$ cat config.mk
export PLATFORM = sky130hd
export DESIGN_NAME = rca_multiword_seq_flat
export DESIGN_NICKNAME = d
export VERILOG_FILES = /design/src/rtl/rca_multiword_seq_if.sv /design/src/rtl/rca_multiword_seq.sv /design/src/flat_wrapper.sv
export SDC_FILE = /design/constraint.sdc
export NUM_CORES = 1
export LEC_CHECK = 0
export BUFFER_PORTS_ARGS = -buffer_cell sky130_fd_sc_hd__buf_2
export CORE_ASPECT_RATIO = 1.5
export CORE_UTILIZATION = 38
export CTS_CLUSTER_SIZE = 30
export DETAILED_ROUTE_END_ITERATION = 16
export MAX_ROUTING_LAYER = met4
export PLACE_DENSITY = 0.67
export SKIP_LAST_GASP = 1
export SLEW_MARGIN = 20
export SYNTH_ARGS = -nofsm -noshare
export SYNTH_HDL_FRONTEND = slang
export SYNTH_SLANG_ARGS = --single-unit
$ cat constraint.sdc
create_clock -name clk -period 4.8 [get_ports clk]
set_input_delay 0.48 -clock clk [delete_from_list [all_inputs] [get_ports clk]]
set_output_delay 0.48 -clock clk [all_outputs]
set_load 0.05 [all_outputs]
$ cat src/rtl/rca_multiword_seq_if.sv
// Operand, result and shared-adder signals of the multi-word add/sub sequencer.
// The sequencer sits on the slave side; the operand source, result consumer
// and the external 16-bit ripple-carry adder sit on the master side.
interface rca_multiword_seq_if #(
  parameter int WORDS = 4
);
  logic                  in_valid;
  logic                  in_ready;
  logic                  sub;
  logic [16*WORDS-1:0]   a;
  logic [16*WORDS-1:0]   b;
  logic                  out_valid;
  logic                  out_ready;
  logic [16*WORDS-1:0]   sum;
  logic                  c_out;
  logic                  ovf;
  logic [15:0]           add_a;
  logic [15:0]           add_b;
  logic                  add_cin;
  logic [15:0]           add_s;
  logic                  add_cout;

  modport slave (
    input  in_valid, sub, a, b, out_ready, add_s, add_cout,
    output in_ready, out_valid, sum, c_out, ovf, add_a, add_b, add_cin
  );

  modport master (
    output in_valid, sub, a, b, out_ready, add_s, add_cout,
    input  in_ready, out_valid, sum, c_out, ovf, add_a, add_b, add_cin
  );
endinterface

$ cat src/rtl/rca_multiword_seq.sv
// Multi-word add/subtract sequencer: pushes a WORDS*16-bit operation through
// one external 16-bit ripple-carry adder, one slice per cycle, LSB slice
// first, chaining the carry between slices. Subtraction is a + ~b + 1.
module rca_multiword_seq #(
  parameter int WORDS = 4
) (
  input  logic               clk,
  input  logic               rst,
  rca_multiword_seq_if.slave bus
);
  localparam int DATA_W = 16;
  localparam int OP_W   = DATA_W * WORDS;
  localparam int IDX_W  = $clog2(WORDS);
  localparam logic [IDX_W-1:0] LAST_IDX = IDX_W'(WORDS - 1);

  typedef enum logic [1:0] {IDLE, RUN, DONE} state_t;

  state_t            state;
  state_t            state_nxt;

  logic [OP_W-1:0]   a_p0;
  logic [OP_W-1:0]   b_p0;
  logic              carry_p0;
  logic [IDX_W-1:0]  idx_p0;
  logic [IDX_W+3:0]  base;
  logic              last_slice;
  logic              accept;

  logic [OP_W-1:0]   sum_r;
  logic              c_out_r;
  logic              ovf_r;

  // Signed overflow of the top slice: equal operand signs, different result sign.
  function automatic logic ovf_detect(input logic signed [DATA_W-1:0] a_top,
                                      input logic signed [DATA_W-1:0] b_top,
                                      input logic signed [DATA_W-1:0] s_top);
    return ((a_top < 0) == (b_top < 0)) && ((s_top < 0) != (a_top < 0));
  endfunction

  assign base       = {idx_p0, 4'b0000};
  assign last_slice = (idx_p0 == LAST_IDX);
  assign accept     = (state == IDLE) && bus.in_valid;

  assign bus.sum    = sum_r;
  assign bus.c_out  = c_out_r;
  assign bus.ovf    = ovf_r;

  // State register.
  always_ff @(posedge clk) begin
    if (rst) begin
      state <= IDLE;
    end else begin
      state <= state_nxt;
    end
  end

  // Next state, handshake outputs and adder drive; adder inputs idle at zero.
  always_comb begin
    state_nxt     = state;
    bus.in_ready  = 1'b0;
    bus.out_valid = 1'b0;
    bus.add_a     = '0;
    bus.add_b     = '0;
    bus.add_cin   = 1'b0;
    case (state)
      IDLE: begin
        bus.in_ready = 1'b1;
        if (bus.in_valid) begin
          state_nxt = RUN;
        end
      end
      RUN: begin
        bus.add_a   = a_p0[base +: DATA_W];
        bus.add_b   = b_p0[base +: DATA_W];
        bus.add_cin = carry_p0;
        if (last_slice) begin
          state_nxt = DONE;
        end
      end
      DONE: begin
        bus.out_valid = 1'b1;
        if (bus.out_ready) begin
          state_nxt = IDLE;
        end
      end
      default: begin
        state_nxt = IDLE;
      end
    endcase
  end

  // Operand latch on accept (b pre-inverted for subtract); carry chained per slice.
  always_ff @(posedge clk) begin
    if (accept) begin
      a_p0     <= bus.a;
      b_p0     <= bus.sub ? ~bus.b : bus.b;
      carry_p0 <= bus.sub;
    end else if (state == RUN) begin
      carry_p0 <= bus.add_cout;
    end
  end

  // Slice index and result registers; result held untouched through DONE.
  always_ff @(posedge clk) begin
    if (rst) begin
      idx_p0  <= '0;
      sum_r   <= '0;
      c_out_r <= 1'b0;
      ovf_r   <= 1'b0;
    end else if (accept) begin
      idx_p0 <= '0;
    end else if (state == RUN) begin
      sum_r[base +: DATA_W] <= bus.add_s;
      if (last_slice) begin
        idx_p0  <= '0;
        c_out_r <= bus.add_cout;
        ovf_r   <= ovf_detect($signed(bus.add_a), $signed(bus.add_b), $signed(bus.add_s));
      end else begin
        idx_p0 <= idx_p0 + 1'b1;
      end
    end
  end
endmodule

$ cat src/flat_wrapper.sv
// flat-port wrapper written by rule: the top's interface ports become plain ports
module rca_multiword_seq_flat 
#(
  parameter int WORDS = 4
)
  (clk, rst, bus_in_valid, bus_sub, bus_a, bus_b, bus_out_ready, bus_add_s, bus_add_cout, bus_in_ready, bus_out_valid, bus_sum, bus_c_out, bus_ovf, bus_add_a, bus_add_b, bus_add_cin);
  rca_multiword_seq_if #(.WORDS(WORDS)) bus_i ();
  input  logic clk;
  input  logic rst;
  input wire logic [$bits(bus_i.in_valid)-1:0] bus_in_valid;
  input wire logic [$bits(bus_i.sub)-1:0] bus_sub;
  input wire logic [$bits(bus_i.a)-1:0] bus_a;
  input wire logic [$bits(bus_i.b)-1:0] bus_b;
  input wire logic [$bits(bus_i.out_ready)-1:0] bus_out_ready;
  input wire logic [$bits(bus_i.add_s)-1:0] bus_add_s;
  input wire logic [$bits(bus_i.add_cout)-1:0] bus_add_cout;
  output wire logic [$bits(bus_i.in_ready)-1:0] bus_in_ready;
  output wire logic [$bits(bus_i.out_valid)-1:0] bus_out_valid;
  output wire logic [$bits(bus_i.sum)-1:0] bus_sum;
  output wire logic [$bits(bus_i.c_out)-1:0] bus_c_out;
  output wire logic [$bits(bus_i.ovf)-1:0] bus_ovf;
  output wire logic [$bits(bus_i.add_a)-1:0] bus_add_a;
  output wire logic [$bits(bus_i.add_b)-1:0] bus_add_b;
  output wire logic [$bits(bus_i.add_cin)-1:0] bus_add_cin;
  assign bus_i.in_valid = bus_in_valid;
  assign bus_i.sub = bus_sub;
  assign bus_i.a = bus_a;
  assign bus_i.b = bus_b;
  assign bus_i.out_ready = bus_out_ready;
  assign bus_i.add_s = bus_add_s;
  assign bus_i.add_cout = bus_add_cout;
  assign bus_in_ready = bus_i.in_ready;
  assign bus_out_valid = bus_i.out_valid;
  assign bus_sum = bus_i.sum;
  assign bus_c_out = bus_i.c_out;
  assign bus_ovf = bus_i.ovf;
  assign bus_add_a = bus_i.add_a;
  assign bus_add_b = bus_i.add_b;
  assign bus_add_cin = bus_i.add_cin;
  rca_multiword_seq #(.WORDS(WORDS)) u_core (.clk(clk), .rst(rst), .bus(bus_i));
endmodule
=== Word level (Yosys, flattened, before mapping) ===
Cells that the tools add are included.

* Logic and storage cells: 49
* Bits in registers: 199

* Magnitude comparators: 3
* Eq/ne operators: 8
* Reduce and logical (&&, ||, !) cells: 8
* Add/sub/neg operators: 2
* Shifts and indexed selects: 4
* Bitwise operators: 2
* Multiplexer cells: 14

{| class="wikitable"
|+ Operator list
! operator !! number
|-
| variable part select 64 x 7 -> 16 bit || 2
|-
| bitwise mux 64 bit || 1
|-
| 2-to-1 mux 64 bit || 1
|-
| NOT 64 bit || 1
|-
| variable shift 16 x 8 -> 64 bit, first input constant || 1
|-
| variable part select 16 x 8 -> 64 bit || 1
|-
| less-than comparator 16 x 1 -> 1 bit, second input constant || 3
|-
| 2-to-1 mux 16 bit || 2
|-
| 2-to-1 mux 2 bit || 4
|-
| negator 6 -> 8 bit || 1
|-
| one-hot mux 2 bit (3 select lines) || 1
|-
| AND reduction 3 bit || 2
|-
| 2-to-1 mux 1 bit || 5
|-
| equality test 2 bit, second input constant || 2
|-
| != test 2 bit, second input constant || 2
|-
| adder 2 x 1 -> 2 bit, second input constant || 1
|-
| equality test 2 x 1 -> 1 bit, second input constant || 1
|-
| logical AND 1 bit || 2
|-
| zero test 2 bit || 1
|-
| != test 2 x 1 -> 1 bit, second input constant || 1
|-
| AND reduction 2 bit || 1
|-
| nonzero test 2 bit || 1
|-
| OR reduction 2 bit || 1
|-
| equality test 1 bit || 1
|-
| 2 further kinds || 2
|}

=== Logic depth before layout (Yosys ltp) ===
* Depth in word-level cells: 5
* Gate-level depth with buffers: 9
* Depth with buffers taken out: 5

=== Worst setup path before layout ===
Ideal clock, no wire load.

* Kind: register to register
* Start: register u_core.state[1]
* End: register u_core.carry_p0, data pin
* Data required time: 4.532 ns
* Period minus slack after synthesis: 5.004 ns
* Buffers on the path: 1
* Stages on the path, launching flop included: 5
* Path slack: -0.204 ns
* Arrival time: 4.736 ns
* Cell sequence: dfxtp_1 clkbuf_1 nor2_1 and2_1 mux2_2

* Word-level cells in the longest chain between the ends: 3

{| class="wikitable"
|+ Ends and longest elaborated chain
! element !! RTL line !! source
|-
| start: declaration || rca_multiword_seq.sv:18 || <nowiki>state_t state;</nowiki>
|-
| start signal: assignment || rca_multiword_seq.sv:53 || <nowiki>state <= state_nxt;</nowiki>
|-
| zero test 2 bit || rca_multiword_seq.sv:42 || <nowiki>assign accept = (state == IDLE) && bus.in_valid;</nowiki>
|-
| logical AND 1 bit || rca_multiword_seq.sv:42 ||
|-
| net u_core.accept || rca_multiword_seq.sv:27 || <nowiki>logic accept;</nowiki>
|-
| 2-to-1 mux 1 bit || rca_multiword_seq.sv:94 || <nowiki>if (accept) begin</nowiki>
|-
| end signal: assignment || rca_multiword_seq.sv:97 || <nowiki>carry_p0 <= bus.sub;</nowiki>
|-
| end signal: assignment || rca_multiword_seq.sv:99 || <nowiki>carry_p0 <= bus.add_cout;</nowiki>
|-
| end: declaration || rca_multiword_seq.sv:23 || <nowiki>logic carry_p0;</nowiki>
|}

The timed path passes the listed nets, and every way through them passes these cells.
A chain may end at the register's enable or synchronous reset.

=== Final worst setup path ===
* Start: register u_core.idx_p0[0]
* End: output bus_add_a[15]

* Word-level cells in the longest chain between the ends: 2

{| class="wikitable"
|+ Ends and longest elaborated chain
! element !! RTL line !! source
|-
| start: declaration || rca_multiword_seq.sv:24 || <nowiki>logic [IDX_W-1:0] idx_p0;</nowiki>
|-
| start signal: assignment || rca_multiword_seq.sv:119 || <nowiki>idx_p0 <= idx_p0 + 1'b1;</nowiki>
|-
| variable part select 64 x 7 -> 16 bit || rca_multiword_seq.sv:73 || <nowiki>bus.add_a = a_p0[base +: DATA_W];</nowiki>
|-
| 2-to-1 mux 16 bit || rca_multiword_seq.sv:65 || <nowiki>case (state)</nowiki>
|-
| end: declaration || flat_wrapper.sv:22 || <nowiki>output wire logic [$bits(bus_i.add_a)-1:0] bus_add_a;</nowiki>
|}

Every way passes these cells.

==> flow_summary.yaml <==
yosys:
  synth_fp_nets: 731
  syn_area_per_cell_um2: 14.33
  ys_seq_area_frac: 0.6402
  synthesis.instances: 575
  synth_seq_cells: 199
  syn-cell-area_mm2: 0.008239
  synth_warnings: 0
  synth_cell_types: 29
finish:
  syn_to_final_growth_pct: 24.87
  multiInputGateArea_mm2: 0.002738
  fin_util: 0.4866
  drive_gt1_frac: 0.3983
  regArea_mm2: 0.005278
  final_nets: 959
  nFillCells: 1882
  instances_no_fill: 1086
timing:
  rsz0062_at_grt: "no"
  fmax_mhz: 346.5
  maxSlewHeadroom: 0.3435
  drv_slew: 0
  hold_viol: 0
  tns_ns: 0
  min_period_over_period: 0.6012
  max_slew.worst_pin.slew_ns: 0.9806
  skew_ns: 0.009506
  min_period_ns: 2.886
  finalSetupViolations: 0
worst_setup_path:
  cp-start-kind: "flip-flop"
  cp.arrival_ns: 2.41
  worstPathRequired_ns: 4.32
  crit_fanout: 41
  path_buf_inv: 2
  crit_chain: "buf_4 -> mux4_2 -> nor2b_1 -> buf_2"
  r2r_slack_ns: 1.95
  max_stage_delay_ns: 0.63
  path_delay_family: "buffers and inverters"
  cp_slowest_cell: "mux4_2"
  critical_path_class: "reg -> out"
  cp-end-kind: "output pin"
power:
  p_per_area_mw_per_mm2: 373.3
  peakVddDrop_v: 0.0002379
  leakage_nw: 4.103
  total_power_w: 0.003841
die:
  std_cell_rows: 65
  core_mm2: 0.02115
  fp.dieW_um: 122.2
  initial_core_util: 0.3896
  dieArea_mm2: 0.02229
  die-height_um: 182.3
  ios: 251
cts:
  cts_buffers: 17
  htree_levels: 4
  ctsHoldBuffers: 0
  clkTransAtPathRegs_ns: 0.07
  cts_tree: "built"
  clkSinkCount: 199
  clock_path_buffers: 2
  clk_latency_ns: 0.43
  cts_setup_buffers: 0
  ctsResizeCount: 0
  cts_root_buffer: "clkbuf_16"
placed_design:
  io_buffers: 250
  gp_congestion: 0.8028
  place_inst: 1052
  hpwl_mm: 13.45
grt:
  grt-ovfl-total: 0
  grt_pass1_vias: 5491
  grt_use_total: 0.1844
  grt_max_degree: 71
  grt_antenna_before_repair: 2
  grt_pass1_wl_mm: 29.90
drt:
  wirelength_mm: 19.60
  routedWlPerCell_um: 18.04
  drt_iter0_drc: 358
  ant_nets: 0
  drc: 0
  first_pass_iters: 4
  vias: 5515
  via_per_inst: 5.078
worst_hold_path:
  hp-class: "in -> reg"
run_status:
  run_status: "complete, no violations"
run:
  drv_cap: 0
-- cells by family after synthesis --
group,count (synthesis),share of synthesized area
adders and majority gates,6,0.009111
DFF,199,0.6402
AOI/OAI and AO/OA,69,0.06014
xor gates and xnor gates,64,0.06803
and+or+nand+nor,147,0.1025
muxes,35,0.09127
buffers and inverters,55,0.02870
-- through the flow --
stage | cell area, um^2 | hold slack [ns] | setup WS [ns]
after global routing | 10290 | 0.1955 | 1.715
after global placement | 9683 | 0.4360 | 2.077
after CTS | 10280 | 0.1986 | 1.838
after detailed placement | 9683 | 0.4404 | 1.989
final | 10290 | 0.2246 | 1.914
after floorplan | 8240 | 0.5789 | 1.182
-- worst paths after layout --
| kind | startpoint | end | cells past startpoint |
|---|---|---|---|
| setup / recovery | u_core.idx_p0[0] | bus_add_a[15] | 4 |
| hold / removal | bus_a[42] | u_core.a_p0[42] | 1 |
| setup reg to reg | u_core.idx_p0[1] | u_core.bus.sum[33] | 6 |
| hold reg to reg | u_core.bus.sum[28] | u_core.bus.sum[28] | 2 |
-- area by class of cell --
cell class,count,area share
antenna,2,0.0004864
timing repair buffer,257,0.1270
multi-input combinational,321,0.2661
tap,268,0.03259
clock buffer,23,0.04864
clock inverter,9,0.009729
inverter,7,0.002554
sequential,199,0.5130
-- power by group --
part	switching, W	internal (W)
Combinational	0.000287	0.000166
Clock	0.000616	0.000823
Sequential	0.0000235	0.00193
-- sequential cells by signal, indices dropped and copies added, names as in the netlist --
name and flops:
u_core.bus.ovf 1, u_core.state 2, u_core.bus.sum 64, u_core.idx_p0 2, u_core.a_p0 64, u_core.b_p0 64, u_core.carry_p0 1, u_core.bus.c_out 1
-- layout by cell type, fill, tap and decap left out, drive strengths merged --
cell / instances
mux2i: 2
edfxtp: 129
mux4: 32
and3b: 4
nor3b: 1
mux2: 1
nor2: 42
clkinvlp: 1
ha: 6
nor3: 2
clkbuf: 23
diode: 2
xor2: 64
inv: 11
o21bai: 1
nand2: 27
and3: 1
buf: 257
and2: 1
nand4b: 26
bufinv: 2
or3: 1
a21oi: 29
o311a: 1
a32oi: 38
nand3b: 5
nor2b: 33
nor4b: 1
dfxtp: 70
clkinv: 2
nand2b: 3
-- layer usage --
metal | part of all wire | track usage
met4 | 0.017 | 0.06634
met1 | 0.38 | 0.1961
met2 | 0.53 | 0.3207
met5 | 0 | -
met3 | 0.076 | 0.05281
-- synthesized netlist by cell type --
master | count | area share
xor2_1 | 64 | 0.068
o21bai_1 | 1 | 0.00091
o311a_1 | 1 | 0.0012
nor3b_1 | 1 | 0.00091
edfxtp_1 | 129 | 0.47
nand2_1 | 27 | 0.012
a21oi_1 | 29 | 0.018
and3b_1 | 4 | 0.0043
dfxtp_1 | 70 | 0.17
and2_1 | 1 | 0.00076
nand3b_1 | 5 | 0.0046
mux2i_1 | 2 | 0.0024
buf_4 | 2 | 0.0018
nor3_1 | 2 | 0.0012
ha_1 | 6 | 0.0091
inv_1 | 7 | 0.0032
mux4_2 | 32 | 0.087
nand2b_1 | 3 | 0.0023
mux2_2 | 1 | 0.0014
clkbuf_1 | 33 | 0.015
or3_1 | 1 | 0.00076
nor4b_4 | 1 | 0.0029
buf_6 | 1 | 0.0014
nor2b_1 | 33 | 0.025
and3_1 | 1 | 0.00076
nor2_1 | 42 | 0.019
a32oi_1 | 38 | 0.040
nand4b_1 | 26 | 0.028
buf_2 | 12 | 0.0073
(Power assumes the default switching activity.)
